### config.mk
export PLATFORM = sky130hd
export DESIGN_NAME = mul_accumulator
export DESIGN_NICKNAME = d
export VERILOG_FILES = /design/src/rtl/mul_accumulator.sv
export SDC_FILE = /design/constraint.sdc
export NUM_CORES = 1
export LEC_CHECK = 0
export ABC_AREA = 1
export BUFFER_PORTS_ARGS = -buffer_cell sky130_fd_sc_hd__buf_4
export CAP_MARGIN = 10
export CORE_MARGIN = 1.5
export CORE_UTILIZATION = 59
export CTS_CLUSTER_SIZE = 12
export DETAILED_ROUTE_END_ITERATION = 6
export MAX_ROUTING_LAYER = met4
export PLACE_DENSITY = 0.82
export SLEW_MARGIN = 40
export SYNTH_ARGS = -nofsm -noshare
export SYNTH_HDL_FRONTEND = slang
export SYNTH_SLANG_ARGS = --single-unit
### constraint.sdc
create_clock -name Clock -period 3.15 [get_ports Clock]
set_clock_uncertainty 0.1 [all_clocks]
set_input_delay 0.315 -clock Clock [delete_from_list [all_inputs] [get_ports Clock]]
set_output_delay 0.315 -clock Clock [all_outputs]
set_load 0.005 [all_outputs]
### src/rtl/mul_accumulator.sv
// Sums COUNT unsigned products per result; holds each result until the
// downstream side takes it, then resumes accumulating after one bubble cycle.
module mul_accumulator #(
  parameter int SIZE  = 16,
  parameter int COUNT = 4
) (
  input  logic                Clock,
  input  logic                Reset,
  input  logic                iClear,
  input  logic [2*SIZE-1:0]   iProduct,
  input  logic                iValid,
  output logic                oReady,
  output logic [2*SIZE+7:0]   oSum,
  output logic                oValid,
  input  logic                iReady,
  output logic [7:0]          oIndex
);

  localparam int          ACC_W = 2*SIZE + 8;
  localparam logic [7:0]  LAST  = 8'(COUNT - 1);

  typedef enum logic {ACCUM, DONE} state_t;

  state_t             state_q, state_d;
  logic [ACC_W-1:0]   acc_q, acc_d;
  logic [ACC_W-1:0]   sum_q, sum_d;
  logic [7:0]         index_q, index_d;
  logic               valid_q, valid_d;
  logic               ready_q, ready_d;
  logic [ACC_W-1:0]   prod_ext;
  logic               in_hs, out_hs;

  assign prod_ext = {8'd0, iProduct};
  assign in_hs    = iValid & ready_q & ~iClear;
  assign out_hs   = valid_q & iReady;

  always_comb begin
    state_d = state_q;
    acc_d   = acc_q;
    sum_d   = sum_q;
    index_d = index_q;
    valid_d = valid_q;
    if (iClear) begin
      acc_d   = '0;
      index_d = '0;
      valid_d = 1'b0;
      state_d = ACCUM;
    end else begin
      case (state_q)
        ACCUM: begin
          if (in_hs) begin
            if (index_q == LAST) begin
              sum_d   = acc_q + prod_ext;
              valid_d = 1'b1;
              acc_d   = '0;
              index_d = '0;
              state_d = DONE;
            end else begin
              acc_d   = acc_q + prod_ext;
              index_d = index_q + 8'd1;
            end
          end
        end
        DONE: begin
          if (out_hs) begin
            valid_d = 1'b0;
            state_d = ACCUM;
          end
        end
        default: state_d = ACCUM;
      endcase
    end
    // Registered ready: low through reset, high from the first edge in ACCUM.
    ready_d = (state_d == ACCUM);
  end

  always_ff @(posedge Clock or posedge Reset) begin
    if (Reset) begin
      state_q <= ACCUM;
      acc_q   <= '0;
      sum_q   <= '0;
      index_q <= '0;
      valid_q <= 1'b0;
      ready_q <= 1'b0;
    end else begin
      state_q <= state_d;
      acc_q   <= acc_d;
      sum_q   <= sum_d;
      index_q <= index_d;
      valid_q <= valid_d;
      ready_q <= ready_d;
    end
  end

  assign oReady = ready_q;
  assign oSum   = sum_q;
  assign oValid = valid_q;
  assign oIndex = index_q;

endmodule

* After elaboration in Yosys (flattened, before gate mapping)
Index checks and enable logic that the tools add are counted.
** Storage, ports and cells
- Latch bits :: 0
- Output and inout port bits :: 50
- Bits of input ports :: 37
- Memory bits (read-only) :: 0
- Word-level logic and storage cells :: 41
- Register bits :: 91
- Memories kept :: 0
- Memory bits (writable) :: 0
** Operators by class
- Magnitude comparators :: 0
- $add $sub $neg :: 2
- Shift operators :: 0
- Equal/unequal tests :: 5
- Div/mod/pow operators :: 0
- Muxes and demuxes :: 18
- Multipliers :: 0
- Bitwise logic cells :: 6
- Reduce and logical (&&, ||, !) cells :: 4
** Operators by type and width (number)
- two-way mux 40 bit :: 4
- adder 40 x 32 -> 40 bit :: 1
- two-way mux 8 bit :: 4
- adder 8 x 1 -> 8 bit, second input constant :: 1
- == test 8 x 2 -> 1 bit, second input constant :: 1
- two-way mux 1 bit :: 8
- inequality test 3 bit, second input constant :: 2
- one-hot mux 1 bit (2 select lines) :: 2
- AND reduction 4 bit :: 1
- AND 1 bit :: 3
- inequality test 3 x 2 -> 1 bit, second input constant :: 1
- inverter 1 bit :: 3
- AND reduction 3 bit :: 1
- inequality test 2 bit, second input constant :: 1
- AND reduction 2 bit :: 1
- nonzero test 2 bit :: 1

* Longest topological paths before layout
Gate-level depths: netlist of the first run.
- Depth in word-level cells :: 6
- Depth in mapped cells :: 15
- Gate-level depth less buffers :: 15

* Worst setup path before layout of the first run
OpenSTA, ideal clock, no wires.
- Kind :: reg2reg
- Start point :: register acc_q[0]
- End point :: register sum_q[32] (netlist: oSum[32])
- Period minus slack after synthesis :: 1.999 ns
- Path buffers :: 0
- Stages on the path, launching flop included :: 16
- Arrival :: 1.781 ns
- Required time :: 2.933 ns
- Library setup time :: 0.117 ns
- Setup slack :: 1.151 ns
- Path through :: dfrtp_1 > ha_1 > inv_1 > fa_1 > inv_1 > nand3_1 > nand3_1 > nand2_1 > nand2_2 > nand3_1 > nand2_1 > nand2_1 > nand2_1 > nand2_1 > nand3_1 > nand2_1
** Between the ends
- Longest elaborated chain between the ends :: 1
** Ends and longest elaborated chain
- start, declared :: line 25 : logic [ACC_W-1:0] acc_q, acc_d;
- start signal, assigned :: line 80 : acc_q <= '0;
- start signal, assigned :: line 87 : acc_q <= acc_d;
- adder 40 x 32 -> 40 bit :: line 53 : sum_d = acc_q + prod_ext;
- end signal, assigned :: line 88 : sum_q <= sum_d;
- end, declared :: line 26 : logic [ACC_W-1:0] sum_q, sum_d;
No other way between the ends.
A chain may end at the register's enable or synchronous reset.

* Worst setup path in the final report of the first run
- Start point :: register acc_q[0]
- End point :: register sum_q[24] (netlist: oSum[24])
The elaborated chain is that of the path after synthesis.

==> impl_metrics.json, run 1 <==
{
  "outcome": "finished clean",
  "timing.fmax_mhz": 434.9,
  "grtUsageTotal": 0.3137,
  "place_hpwl_mm": 12.79,
  "drt_iter0_drc": 384,
  "synthTopCellsByArea": "dfrtp_1, nand2_1, inv_1, ha_1, nand3_1",
  "maxSlewViolCount": 0,
  "drt_wl_total_mm": 16.27,
  "h-tree-depth": 3,
  "setup_tns_ps": 0,
  "slew_headroom": 0.5908,
  "antenna_left": 0,
  "syn2layout_area_growth_pct": 15.83,
  "wl_per_cell_um": 13.82,
  "leakagePower_nw": 4.177,
  "cpPeakStageDelay_ps": 400,
  "crit_slowest_cell": "fa_1",
  "yosys_warnings": 0,
  "vias": 6124,
  "cellPowerDensity_nw_per_um2": 637.9,
  "synth_commonest_cells": "nand2_1, inv_1, dfrtp_1, nand3_1, nor2_1",
  "synth-edff-count": 0,
  "setup_viol": 0,
  "rsz0062_at_grt": "no",
  "crit_required_ps": 3310,
  "fp.dieH_um": 106.5,
  "grt_pass1_wl_mm": 27.29,
  "place_congestion": 0.9631,
  "rows": 37,
  "clockRootBuffer": "clkbuf_8",
  "maxCapViolations": 0,
  "drc": 0,
  "dieArea_sq_um": 11330,
  "diodes": 0,
  "netlist_area_sq_um": 6315,
  "tightest_slew_ps": 613.1,
  "synth_top_area_cell": "dfrtp_1",
  "synth.ff_latch_count": 91,
  "viasPerCell": 5.203,
  "crit_arrival_ps": 2460,
  "netlist_instances": 946,
  "cp_common_cell": "nand2_1",
  "cp-end-kind": "flip-flop",
  "path_clk_slew_ps": 90,
  "async_flop_share": 1.000,
  "firstDrtPassIters": 5,
  "numCtsBuffers": 9,
  "grt_pass1_vias": 5749,
  "grt_max_degree": 42,
  "syn_nets": 1017,
  "synth_top_cell_area_share": 0.3606,
  "post-route-period-util": 0.7299,
  "avgSynthCellArea_sq_um": 6.675,
  "cp_top_family": "simple AND/OR/NAND/NOR gates",
  "io-pin-count": 87,
  "io_buffer_count": 86,
  "die_w_um": 106.5,
  "worstPathMaxFanout": 3,
  "path_cells": "ha_1 -> inv_1 -> fa_1 -> inv_1 -> nand3_1 -> nand3_1 -> nand2_1 -> nand2_2 -> nand3_1 -> nand2_1 -> nand2_1 -> nand2_1 -> nand2_1 -> nand3_1 -> nand2_1",
  "cts-resized-gates": 0,
  "crit_type": "flip-flop to flip-flop",
  "dp_slack_ps": 854.0,
  "synth_most_common_cell": "nand2_1",
  "period_needed_ps": 2299,
  "min_path_type": "input port to flip-flop",
  "ys.flop_type": "dfrtp_1",
  "ys_seq_area_frac": 0.3606,
  "critPathLaunchType": "flip-flop",
  "core-area_sq_um": 10370,
  "start_util": 0.6090,
  "vdd_ir_drop_max_mv": 0.4022,
  "drive_gt1_frac": 0.1451,
  "clkSinkCount": 91,
  "report.final.hold_viol_count": 0,
  "fin_ws_ps": 850.8,
  "cts_tree": "yes",
  "insertion_delay_ps": 360,
  "antenna_found_initial": 0,
  "yosys.cell_types.count": 32,
  "fillerInstances": 962,
  "worst-path-buf-inv": 2,
  "cts_buffer_depth": 2,
  "overflow": 0,
  "finalNetCount": 1108
}
## cell families after synthesis
logic type               synth area share
AND/OR/NAND/NOR                    0.3927
flip-flops                         0.3606
buffers and inverters             0.09233
AO/OA/AOI/OAI                     0.06083
adder cells (fa/ha/maj)           0.06856
XOR/XNOR                          0.02497
## power breakdown
group,internal (W),switching [W],leakage [nW]
logic,0.000898,0.00132,2.86
clock network,0.000346,0.000399,0.0953
registers,0.00149,0.000208,1.22
## path summary, 6_finish.rpt
check,start,end,slack (ps),cells after the start
worst max register to register,acc_q[0]$_DFFE_PP0P_,oSum[24]$_DFFE_PP0P_,850,15
worst min-delay path,iReady,oValid$_DFFE_PP0P_,70,2
min in group asynchronous,Reset,oSum[22]$_DFFE_PP0P_,460,3
worst max-delay path,acc_q[0]$_DFFE_PP0P_,oSum[24]$_DFFE_PP0P_,850,15
worst min register to register,oSum[39]$_DFFE_PP0P_,oSum[39]$_DFFE_PP0P_,390,2
max in group asynchronous,Reset,oSum[6]$_DFFE_PP0P_,1780,4
## layout make-up
type / count / area [sq um] / area share
timing repair buffer: 95 / 715.7 / 0.09784
tap: 136 / 170.2 / 0.02326
inverter: 137 / 515.5 / 0.07048
clock inverter: 2 / 10.01 / 0.001368
sequential: 91 / 2277 / 0.3113
multi-input combinational: 703 / 3457 / 0.4726
clock buffer: 13 / 168.9 / 0.02309
## repair_timing
action                                  CTS  global route
endpoints found under the setup margin    0             0
endpoints found under the hold margin    31             0
setup buffers                             0             0
hold buffers                              1             0
## worst reg2reg max path: stages (launching register included)
cell and delay (ps):
dfrtp_1 360, ha_1 220, inv_1 70, fa_1 400, inv_1 120, nand3_1 80
nand3_1 120, nand2_1 80, nand2_2 90, nand3_1 80, nand2_1 130, nand2_1 90
nand2_1 70, nand2_1 70, nand3_1 80, nand2_1 50
## registers in the layout (all words and copies together), names as in the netlist
signal,flops
state_q,1
oValid,1
oReady,1
oSum,40
acc_q,40
oIndex,8
## through the flow
| stage | instance area [sq um] | util | power (W) | cells | hold WS [ps] |
|---|---|---|---|---|---|
| 3_5_place_dp | 7126 | 0.6871 | 0.003917 | 1161 | 314.1 |
| 4_1_cts | 7315 | 0.7054 | 0.004683 | 1177 | 45.09 |
| 3_3_place_gp | 7126 | 0.6871 | 0.003869 | 1161 | 300.1 |
| 5_1_grt | 7315 | 0.7054 | 0.005057 | 1177 | 63.08 |
| 6_report | 7315 | 0.7054 | 0.004666 | 1177 | 67.50 |
| 2_1_floorplan | 6315 | - | 0.003112 | 946 | 317.2 |
## metal layers
metal	vias to the layer above	share of wire	GRT usage
li1	3117	-	-
met1	2801	0.49	0.4513
met2	190	0.44	0.4710
met3	16	0.056	0.03740
met4	0	0.014	0.08667
met5	-	0	-
## placed cells by master (no fill, tap or decap), types with 2 or more instances in the layout
cell and count:
nor3b_1 3, a21oi_2 2, xnor2_1 10, o21ai_1 8, xor2_1 8, clkbuf_8 12
nand2_1 362, nor3_1 10, nor2_4 4, nor2_1 74, inv_1 134, nand2_2 18
inv_2 2, a21oi_1 28, nor2_2 8, nand3_2 6, o22ai_1 2, or2_1 2
dfrtp_1 91, nand3_1 78, ha_1 33, buf_4 94, nand3b_1 10, clkinv_2 3
o21ai_0 30
No activity file was read; power rests on OpenSTA's default activity.
==> inputs of run 2 (changes only) <==
==> constraint.sdc (replaced) <==
create_clock -name Clock -period 2.25 [get_ports Clock]
set_clock_uncertainty 0.1 [all_clocks]
set_input_delay 0.225 -clock Clock [delete_from_list [all_inputs] [get_ports Clock]]
set_output_delay 0.225 -clock Clock [all_outputs]
set_load 0.005 [all_outputs]
==> run 2 against run 1 <==
Sequential share of layout area fell by 1.0 points; combinational power rose by 49%; via count up 2.6%.
==> impl_metrics.json, run 2 (synthesis results as in run 1) <==
{
  "critPathLaunchType": "flip-flop",
  "place_hpwl_mm": 13.05,
  "timing.rr.end": "oSum[29]$_DFFE_PP0P_",
  "post-route-period-util": 0.9695,
  "grt_util_met1": 0.4675,
  "grt_max_degree": 36,
  "grt_pass1_vias": 5757,
  "timing.fmax_mhz": 458.4,
  "drc": 0,
  "antenna_left": 0,
  "crit_type": "flip-flop to flip-flop",
  "maxCapViolations": 0,
  "viasPerCell": 5.309,
  "finalNetCount": 1115,
  "grtUsageTotal": 0.3205,
  "insertion_delay_ps": 380,
  "report.final.hold_viol_count": 0,
  "drt_wl_total_mm": 17.04,
  "period_needed_ps": 2181,
  "io_buffer_count": 86,
  "core-area_sq_um": 10370,
  "holdPathStages": 4,
  "clockRootBuffer": "clkbuf_8",
  "path_clk_slew_ps": 90,
  "syn2layout_area_growth_pct": 19.71,
  "r2r_slack_ps": 70,
  "firstDrtPassIters": 5,
  "crit_arrival_ps": 2340,
  "cp-startpoint": "acc_q[2]$_DFFE_PP0P_",
  "die_w_um": 106.5,
  "fp.dieH_um": 106.5,
  "wl_per_cell_um": 14.39,
  "top_usage_layer": "met2",
  "drive_gt1_frac": 0.1832,
  "grt.met2_usage": 0.4677,
  "cp-end-kind": "flip-flop",
  "start_util": 0.6090,
  "min_path_type": "input port to flip-flop",
  "vias": 6286,
  "finalPower_w": 0.006698,
  "whs_endpoint": "oValid$_DFFE_PP0P_",
  "grt_util_met3": 0.03495,
  "hp-start": "iClear",
  "worstRegToRegCells": 10,
  "io-pin-count": 87,
  "leakagePower_nw": 4.226,
  "slew_headroom": 0.6535,
  "setup_viol": 0,
  "maxSlewViolCount": 0,
  "cellPowerDensity_nw_per_um2": 886.0,
  "tightest_slew_ps": 518.6,
  "numCtsBuffers": 9,
  "holdWs_ps": 87.53,
  "r2r_start": "acc_q[2]$_DFFE_PP0P_",
  "overflow": 0,
  "dieArea_sq_um": 11330,
  "rows": 37,
  "antenna_found_initial": 0,
  "h-tree-depth": 3,
  "fillerInstances": 935,
  "final_cell_mix": "nand2_1, inv_1, buf_4",
  "cts_tree": "yes",
  "worstPathMaxFanout": 6,
  "grt_pass1_wl_mm": 27.61,
  "layout_commonest_cell": "nand2_1",
  "rsz0062_at_grt": "yes",
  "outcome": "finished clean",
  "vdd_ir_drop_max_mv": 0.7133,
  "cts_buffer_depth": 2,
  "diodes": 0,
  "crit_required_ps": 2410,
  "drt_iter0_drc": 466,
  "clkSinkCount": 91,
  "place_congestion": 0.9861
}
run 2: changes by cell type in the layout (fill, tap and decap cells not counted), sizes merged:
cell,previous run,this run
buf,94,100
dlygate4sd3,1,2
clkinvlp,0,1
clkbuf,13,12
run 2: how the worst max path moves through the flow:
stage,end,cells after the start
detailed placement,oSum[32]$_DFFE_PP0P_,15
finish,oSum[29]$_DFFE_PP0P_,10
global placement,oSum[32]$_DFFE_PP0P_,15
floorplan,oSum[32]$_DFFE_PP0P_,15
CTS,acc_q[24]$_DFFE_PP0P_,15
global route,acc_q[31]$_DFFE_PP0P_,12
run 2: timing repair:
item                                    CTS  global route
resized for setup                         0            41
hold buffers                              2             0
endpoints found under the setup margin    0            37
setup buffers                             0             3
endpoints found under the hold margin    22             0
run 2: worst max-delay path, cell delays in order (launching register included):
cell,delay (ps)
dfrtp_1,400
ha_1,380
or2_1,300
nand3_1,90
nand2_1,120
nand2_1,100
nand3_2,190
nand2_1,130
nand3_1,100
nand3_1,100
nand2_1,50
run 2: through the flow:
step | utilization | instance area (sq um) | worst slack, ps | setup TNS [ps] | instances
after detailed placement | 0.6920 | 7176 | 35.70 | 0 | 1164
final | 0.7290 | 7560 | 68.71 | 0 | 1184
after CTS | 0.7093 | 7356 | 19.62 | 0 | 1181
after floorplan | - | 6319 | 251.5 | 0 | 946
after global placement | 0.6920 | 7176 | 113.2 | 0 | 1164
after global routing | 0.7290 | 7560 | -16.24 | -47.64 | 1184
run 2: layout make-up:
type / instances / area, sq um / area share
multi-input combinational: 703 / 3638 / 0.4813
sequential: 91 / 2277 / 0.3012
timing repair buffer: 102 / 795.8 / 0.1053
inverter: 137 / 518.0 / 0.06852
tap: 136 / 170.2 / 0.02251
clock buffer: 12 / 145.1 / 0.01920
clock inverter: 3 / 15.01 / 0.001986
run 2: routing by layer:
metal	share of wire	routed length [um]
met1	0.48	8194
met5	0	0
met2	0.44	7544
met4	0.017	282
met3	0.060	1021
run 2: power breakdown:
part           leakage (nW)  internal (W)  switching, W
clock                0.0860      0.000422      0.000577
combinational          2.92       0.00136       0.00195
sequential             1.22       0.00209      0.000297
total                  4.23       0.00387       0.00282
